File: config.mk
export PLATFORM = sky130hd
export DESIGN_NAME = dcache_frame_reader
export DESIGN_NICKNAME = d
export VERILOG_FILES = /design/src/rtl/dcache_frame_pkg.sv /design/src/rtl/frame_skid_buf.sv /design/src/rtl/dcache_frame_reader.sv
export SDC_FILE = /design/constraint.sdc
export NUM_CORES = 1
export LEC_CHECK = 0
export CORE_UTILIZATION = 47
export CTS_BUF_LIST = sky130_fd_sc_hd__clkbuf_8
export CTS_CLUSTER_DIAMETER = 40
export DETAILED_ROUTE_END_ITERATION = 12
export GPL_ROUTABILITY_DRIVEN = 0
export PLACE_DENSITY_LB_ADDON = 0.3
export SYNTH_ARGS = -nofsm -noshare
export SYNTH_HDL_FRONTEND = slang
export SYNTH_SLANG_ARGS = --single-unit
File: constraint.sdc
create_clock -name rd_clk -period 4.28 [get_ports rd_clk]
set_input_delay 0.642 -clock rd_clk [delete_from_list [all_inputs] [get_ports rd_clk]]
set_output_delay 0.642 -clock rd_clk [all_outputs]
set_load 0.005 [all_outputs]
File: src/rtl/dcache_frame_pkg.sv
// Shared types and constants for the Dcache2Frame reader: FSM encoding,
// per-beat frame markers and a counter-width helper.
package dcache_frame_pkg;

    // Default width of the completed-frame counter.
    localparam int FRAME_CNT_W = 16;

    typedef enum logic [1:0] {
        ST_IDLE   = 2'd0,
        ST_ARM    = 2'd1,
        ST_STREAM = 2'd2,
        ST_DRAIN  = 2'd3
    } frame_state_e;

    // Frame markers attached to each word when it enters the skid buffer.
    // The word itself travels next to the tag so the data width stays a
    // per-instance parameter.
    typedef struct packed {
        logic sop;
        logic eop;
    } beat_tag_t;

    localparam int TAG_W = $bits(beat_tag_t);

    // Width of an index counting 0..n-1, never less than one bit.
    function automatic int cnt_w(input int n);
        return (n < 2) ? 1 : $clog2(n);
    endfunction

endpackage

File: src/rtl/frame_skid_buf.sv
// Two-entry register FIFO that absorbs the words already requested from the
// Dcache2Frame FIFO while the downstream consumer is stalled.
module frame_skid_buf
    import dcache_frame_pkg::*;
#(
    parameter int W = 32 + TAG_W
) (
    input  logic         clk,
    input  logic         rst,
    input  logic         push,
    input  logic [W-1:0] push_data,
    input  logic         pop,
    output logic [W-1:0] head,
    output logic [1:0]   cnt
);

    logic [W-1:0] mem_q [2];
    logic [W-1:0] mem_d [2];
    logic         wr_ptr_q, wr_ptr_d;
    logic         rd_ptr_q, rd_ptr_d;
    logic [1:0]   cnt_q, cnt_d;
    logic         pop_ok;
    logic         push_ok;

    // Pointer, occupancy and storage update for one push and/or one pop.
    always_comb begin
        mem_d    = mem_q;
        wr_ptr_d = wr_ptr_q;
        rd_ptr_d = rd_ptr_q;
        cnt_d    = cnt_q;

        // A pop on an empty buffer or a push into a full one that is not
        // draining this cycle is ignored rather than corrupting state.
        pop_ok  = pop && (cnt_q != 2'd0);
        push_ok = push && ((cnt_q != 2'd2) || pop_ok);

        if (push_ok) begin
            mem_d[wr_ptr_q] = push_data;
            wr_ptr_d        = ~wr_ptr_q;
        end
        if (pop_ok) begin
            rd_ptr_d = ~rd_ptr_q;
        end

        case ({push_ok, pop_ok})
            2'b10:   cnt_d = cnt_q + 2'd1;
            2'b01:   cnt_d = cnt_q - 2'd1;
            default: cnt_d = cnt_q;
        endcase
    end

    // State registers; storage is cleared so the head reads zero after reset.
    always_ff @(posedge clk or posedge rst) begin
        if (rst) begin
            mem_q[0] <= '0;
            mem_q[1] <= '0;
            wr_ptr_q <= 1'b0;
            rd_ptr_q <= 1'b0;
            cnt_q    <= 2'd0;
        end else begin
            mem_q    <= mem_d;
            wr_ptr_q <= wr_ptr_d;
            rd_ptr_q <= rd_ptr_d;
            cnt_q    <= cnt_d;
        end
    end

    assign head = mem_q[rd_ptr_q];
    assign cnt  = cnt_q;

endmodule

File: src/rtl/dcache_frame_reader.sv
// Drains the Dcache2Frame FIFO read port and re-emits its words as
// fixed-length frames on a valid/ready stream with SOP/EOP markers.
module dcache_frame_reader
    import dcache_frame_pkg::*;
#(
    parameter int DATA_W         = 32,
    parameter int DEPTH_W        = 10,
    parameter int FRAME_LEN      = 256,
    parameter int START_ON_LEVEL = 1,
    parameter int FCNT_W         = FRAME_CNT_W
) (
    input  logic              rd_clk,
    input  logic              rd_rst,
    input  logic              enable,
    output logic              fifo_rd_en,
    input  logic [DATA_W-1:0] fifo_rd_data,
    input  logic              fifo_rd_empty,
    input  logic [DEPTH_W:0]  fifo_rd_water_level,
    output logic              m_valid,
    input  logic              m_ready,
    output logic [DATA_W-1:0] m_data,
    output logic              m_sop,
    output logic              m_eop,
    output logic              busy,
    output logic              underrun,
    output logic [FCNT_W-1:0] frame_cnt
);

    localparam int ISS_W  = $clog2(FRAME_LEN + 1);
    localparam int BEAT_W = cnt_w(FRAME_LEN);
    localparam int SKID_W = DATA_W + TAG_W;

    localparam logic [DEPTH_W:0] LVL_NEED = (DEPTH_W + 1)'(FRAME_LEN);
    localparam logic [ISS_W-1:0] ISS_LAST = ISS_W'(FRAME_LEN - 1);
    localparam logic [ISS_W-1:0] ISS_FULL = ISS_W'(FRAME_LEN);
    localparam logic [BEAT_W-1:0] BEAT_LAST = BEAT_W'(FRAME_LEN - 1);

    frame_state_e      state_q, state_d;
    logic [ISS_W-1:0]  issued_q, issued_d;
    logic [BEAT_W-1:0] beat_q, beat_d;
    logic              inflight_q, inflight_d;
    logic [FCNT_W-1:0] frame_cnt_q, frame_cnt_d;

    logic [1:0]        skid_cnt;
    logic [SKID_W-1:0] skid_head;
    logic [SKID_W-1:0] skid_push_word;
    beat_tag_t         head_tag;
    logic [DATA_W-1:0] head_data;
    beat_tag_t         push_tag;

    logic              pop;
    logic              eop_hs;
    logic              start_ok;
    logic              credit_ok;
    logic [2:0]        occupancy;
    logic              rd_en;

    // Words land in the skid the cycle after their read; the beat index
    // decides the markers at that moment.
    assign push_tag.sop   = (beat_q == '0);
    assign push_tag.eop   = (beat_q == BEAT_LAST);
    assign skid_push_word = {push_tag, fifo_rd_data};

    frame_skid_buf #(
        .W (SKID_W)
    ) u_skid (
        .clk       (rd_clk),
        .rst       (rd_rst),
        .push      (inflight_q),
        .push_data (skid_push_word),
        .pop       (pop),
        .head      (skid_head),
        .cnt       (skid_cnt)
    );

    assign {head_tag, head_data} = skid_head;

    assign m_valid = (skid_cnt != 2'd0);
    assign pop     = m_valid && m_ready;
    assign eop_hs  = pop && head_tag.eop;

    // Read-issue and handshake decisions for the current cycle.
    always_comb begin
        start_ok = (START_ON_LEVEL != 0) ? (fifo_rd_water_level >= LVL_NEED)
                                         : !fifo_rd_empty;

        // Words held plus the word still in flight must leave room for the
        // new one; a beat leaving this cycle frees its slot in time, which
        // keeps one word per cycle flowing while m_ready stays high.
        occupancy = {1'b0, skid_cnt} + {2'b00, inflight_q};
        credit_ok = occupancy < (3'd2 + {2'b00, pop});

        rd_en = (state_q == ST_STREAM) && !fifo_rd_empty &&
                (issued_q != ISS_FULL) && credit_ok;
    end

    // Frame sequencing FSM plus the issue, beat and frame counters.
    always_comb begin
        state_d     = state_q;
        issued_d    = issued_q;
        beat_d      = beat_q;
        inflight_d  = rd_en;
        frame_cnt_d = frame_cnt_q;

        if (rd_en) begin
            issued_d = issued_q + ISS_W'(1);
        end

        if (inflight_q) begin
            beat_d = push_tag.eop ? '0 : beat_q + BEAT_W'(1);
        end

        if (eop_hs) begin
            frame_cnt_d = frame_cnt_q + FCNT_W'(1);
        end

        case (state_q)
            ST_IDLE: begin
                if (enable) begin
                    state_d = ST_ARM;
                end
            end
            ST_ARM: begin
                if (!enable) begin
                    state_d = ST_IDLE;
                end else if (start_ok) begin
                    state_d  = ST_STREAM;
                    issued_d = '0;
                end
            end
            ST_STREAM: begin
                if (rd_en && (issued_q == ISS_LAST)) begin
                    state_d = ST_DRAIN;
                end
            end
            ST_DRAIN: begin
                if (eop_hs) begin
                    state_d = enable ? ST_ARM : ST_IDLE;
                end
            end
            default: state_d = ST_IDLE;
        endcase
    end

    // Control registers; reset also discards a read that was in flight.
    always_ff @(posedge rd_clk or posedge rd_rst) begin
        if (rd_rst) begin
            state_q     <= ST_IDLE;
            issued_q    <= '0;
            beat_q      <= '0;
            inflight_q  <= 1'b0;
            frame_cnt_q <= '0;
        end else begin
            state_q     <= state_d;
            issued_q    <= issued_d;
            beat_q      <= beat_d;
            inflight_q  <= inflight_d;
            frame_cnt_q <= frame_cnt_d;
        end
    end

    assign fifo_rd_en = rd_en;
    assign m_data     = head_data;
    assign m_sop      = m_valid && head_tag.sop;
    assign m_eop      = m_valid && head_tag.eop;
    assign busy       = (state_q == ST_STREAM) || (state_q == ST_DRAIN);
    assign frame_cnt  = frame_cnt_q;

    // Starved mid-frame: nothing left to read, nothing buffered, nothing coming.
    assign underrun = (state_q == ST_STREAM) && (issued_q != '0) &&
                      fifo_rd_empty && (skid_cnt == 2'd0) && !inflight_q;

endmodule

==> flow_summary.toml <==
[synth]
synth-compound-area-share_pct = 3.26
ys_ff_latch = 108
asyncSetResetFlopFracSynth_pct = 100
yosysSeqAreaShare_pct = 54.1
synth_largest_area_cell = "sky130_fd_sc_hd__dfrtp_1"
synth-warning-count = 0
synth_top_family_by_area = "multiplexers"
synthesis.nets = 444
post_synth_num_cell_types = 40
netlist_top_cells_area = "sky130_fd_sc_hd__dfrtp_1 (54%), sky130_fd_sc_hd__mux2_2 (22%), sky130_fd_sc_hd__xnor2_1 (2.5%), sky130_fd_sc_hd__ha_1 (2.3%), sky130_fd_sc_hd__xor2_1 (2.1%)"
synth.mux.area_fraction_pct = 23.5
synth_simple_gate_area_share_pct = 9.72
synth_top_area_share_pct = 54.1
post_synth_xor_area_fraction_pct = 4.56
netlist_area_before_placement_sq_mm = 0.00500
syn_area_per_cell_sq_um = 12.9
edff_count_synth = 0
dominantRegCellSynth = "sky130_fd_sc_hd__dfrtp_1"
yosys.area_share.adder_pct = 2.25
syn-instance-count = 387

[timing]
final_period_minus_worst_setup_slack_ns = 3.41
finalHoldViolations = 0
tightest_slew_ns = 0.699
setup_total_negative_slack_ns = 0
clock-skew-final_ns = 0.00847
timing.final.max_slew_violations = 0
post-route-period-util_pct = 79.6
slew_headroom_pct = 53.4
grt_setup_unrepaired = "false"
maximum_clock_rate_mhz = 294
setup_viol_count_final = 0

[final_layout]
layout-drive-gt1-share_pct = 26.6
antenna-diode-count = 0
stdcell_area_sq_mm = 0.00623
nFillCells = 851
area_growth_pct = 24.8
stdcell_count = 621
fin_nets = 537

[routing]
detail_route.wl_per_cell_um = 15.7
drcViolationCount = 0
avgViaCountPerCell = 5.28
routed-via-count = 3278
antenna_violation_net_count_after_detailed_routing = 0
drt_pass1_iterations = 4
drt_iter0_drc = 109
detail_route.wirelength_um = 9750

[clock_network]
cts_tree = "yes"
clock_latency_on_the_worst_skew_pair_ns = 0.36
h-tree-depth = 3
post_cts_hold_buffer_count = 0
cts.sinks = 108
master_cell_of_the_clock_root_buffer = "sky130_fd_sc_hd__clkbuf_8"
clkTransAtPathRegs_ns = 0.10
cts.repair_timing.setup_buffer_count = 0
number_of_buffers_added_by_the_clock_tree_synthesis_step = 9
cts_max_path_bufs = 2
quantity_of_gates_resized_following_cts = 0

[floorplanning]
die_area_sq_mm = 0.0110
initial_utilization_pct = 48.4
design.core.area_sq_mm = 0.0103
io-pin-count = 102
floorplan.die.height_um = 105
num_rows = 37
floorplan.die.width_um = 105

[power]
power.combinational.fraction_pct = 43.3
total_switching_power_w = 0.00123
internal_power_w = 0.00271
power.switching_fraction_pct = 31.2
irDropWorstVdd_mv = 0.342
power_leakage_nw = 2.69
seq_power_share_pct = 42.4
power_per_cell_area_mw_per_mm2 = 631
clockPowerShare_pct = 14.3

[place]
placed_cells = 605
placed_area_sq_mm = 0.00606
post-dp-hpwl_um = 6740
port_buffers = 93

[worst_setup_path]
worstSetupEndpointType = "output port"
setup.worst_path.start_class = "register"
crit_path_max_fanout = 13
worstPathArrival_ns = 2.76
criticalPathCategory = "register to output port"
cp.required_ns = 3.64

[flow_run]
maxCapViolCount = 0

[global_routing]
antenna_found_initial = 0
grt_remaining_overflow = 0
first_global_vias = 3487
grt_max_degree = 59
grt.total_usage_pct = 19.1
grt_pass1_wl_um = 16600

[status]
status = "finished clean"

[worst_hold_path]
worstHoldPathType = "register to register"
[worst max-delay path, stage by stage, from the launching register on]
cell and delay [ns]:
sky130_fd_sc_hd__dfrtp_1 0.57, sky130_fd_sc_hd__ha_1 0.29, sky130_fd_sc_hd__ha_1 0.21, sky130_fd_sc_hd__nor4b_2 0.43, sky130_fd_sc_hd__and3_1 0.37, sky130_fd_sc_hd__clkdlybuf4s50_1 0.54
[final timing paths]
path                                                start                     endpoint  slack, ns  cells after the start
worst max register to register       inflight_q$_DFF_PP0_        issued_q[4]$_DFF_PP0_       1.94                      6
worst max-delay path                 inflight_q$_DFF_PP0_                   fifo_rd_en       0.87                      5
worst min-delay path            frame_cnt[15]$_DFFE_PP0P_    frame_cnt[15]$_DFFE_PP0P_       0.47                      1
min in group asynchronous                          rd_rst    frame_cnt[15]$_DFFE_PP0P_       0.74                      2
worst min register to register  frame_cnt[15]$_DFFE_PP0P_    frame_cnt[15]$_DFFE_PP0P_       0.47                      1
max in group asynchronous                          rd_rst  u_skid.mem_q[2]$_DFFE_PP0P_       2.70                      3
[power groups by stage]
| stage | logic, W | clock network (W) | registers (W) |
|---|---|---|---|
| after detailed placement | 0.00172 | 0 | 0.00169 |
| after CTS | 0.00173 | 0.000585 | 0.00167 |
| after global routing | 0.00186 | 0.000626 | 0.00172 |
| after global placement | 0.00168 | 0 | 0.00165 |
| final | 0.00170 | 0.000562 | 0.00167 |
| after floorplan | 0.00109 | 0 | 0.00159 |
[placed cells by master, fill, tap and decap left out, drive strengths merged]
master           n
a211oi           2
nand4            8
inv             18
or4              4
or3              2
nor2            16
and4             3
clkbuf           9
dfrtp          108
clkdlybuf4s50   93
or3b             1
nor4b            3
a21o             1
mux2            99
and2             1
a21oi            9
ha               9
nor4             1
mux2i            6
nor3             7
o21ai            6
nor2b            1
nand2           19
clkinv           1
and3             5
xor2            12
a41oi            1
xnor2           14
nand3           11
clkinvlp         1
nand4b           2
o31ai            6
buf              5
o21a             1
[layout make-up]
type	count	area, sq um	share of cell area, %
sequential	108	2700	43.3
multi-input combinational	250	2170	34.8
timing repair buffer	98	968	15.5
tap	136	170	2.73
clock buffer	9	124	1.99
inverter	13	51.3	0.823
clock inverter	7	50.0	0.803
[metrics by stage]
step	hold WS, ns	util [%]	power [W]	setup slack, ns
global route	0.500	60.4	0.00421	0.730
finish	0.474	60.4	0.00393	0.874
detailed placement	0.465	58.7	0.00341	0.970
global placement	0.458	58.7	0.00333	0.996
floorplan	0.450	-	0.00267	0.792
CTS	0.484	60.4	0.00398	0.865
[flip-flops by register name (all words and copies together) (netlist names), named ones only]
name and flops:
beat_q 8, frame_cnt 16, inflight_q 1, issued_q 9, state_q 1, u_skid.cnt 2
u_skid.mem_q 68, u_skid.rd_ptr_q 1, u_skid.wr_ptr_q 1
[cells by family after synthesis]
family,after synthesis
multiplexers,105
AO/OA/AOI/OAI,26
flip-flops,108
adder cells (fa/ha/maj),9
XOR/XNOR,26
buffers and inverters,29
AND/OR/NAND/NOR,84
[metal layers]
| layer | GRT usage, % | part of all wire [%] |
|---|---|---|
| met1 | 23.4 | 45 |
| met2 | 33.6 | 50 |
| met3 | 3.74 | 3.4 |
| met4 | 6.34 | 1.3 |
| met5 | 0 | 0 |
[cell usage after synthesis (2+ instances only)]
cell type / instances
sky130_fd_sc_hd__a211oi_1: 2
sky130_fd_sc_hd__a21oi_1: 9
sky130_fd_sc_hd__and3_1: 5
sky130_fd_sc_hd__and4_1: 3
sky130_fd_sc_hd__buf_2: 8
sky130_fd_sc_hd__clkbuf_1: 5
sky130_fd_sc_hd__dfrtp_1: 108
sky130_fd_sc_hd__ha_1: 9
sky130_fd_sc_hd__inv_1: 13
sky130_fd_sc_hd__mux2_2: 99
sky130_fd_sc_hd__mux2i_1: 6
sky130_fd_sc_hd__nand2_1: 18
sky130_fd_sc_hd__nand3_1: 10
sky130_fd_sc_hd__nand4_1: 8
sky130_fd_sc_hd__nand4b_1: 2
sky130_fd_sc_hd__nor2_1: 15
sky130_fd_sc_hd__nor3_1: 3
sky130_fd_sc_hd__nor3_2: 4
sky130_fd_sc_hd__nor4b_1: 2
sky130_fd_sc_hd__o21ai_0: 5
sky130_fd_sc_hd__o31ai_1: 6
sky130_fd_sc_hd__or3_1: 2
sky130_fd_sc_hd__or4_1: 4
sky130_fd_sc_hd__xnor2_1: 14
sky130_fd_sc_hd__xor2_1: 12
Power figures use the tool's default switching activity.
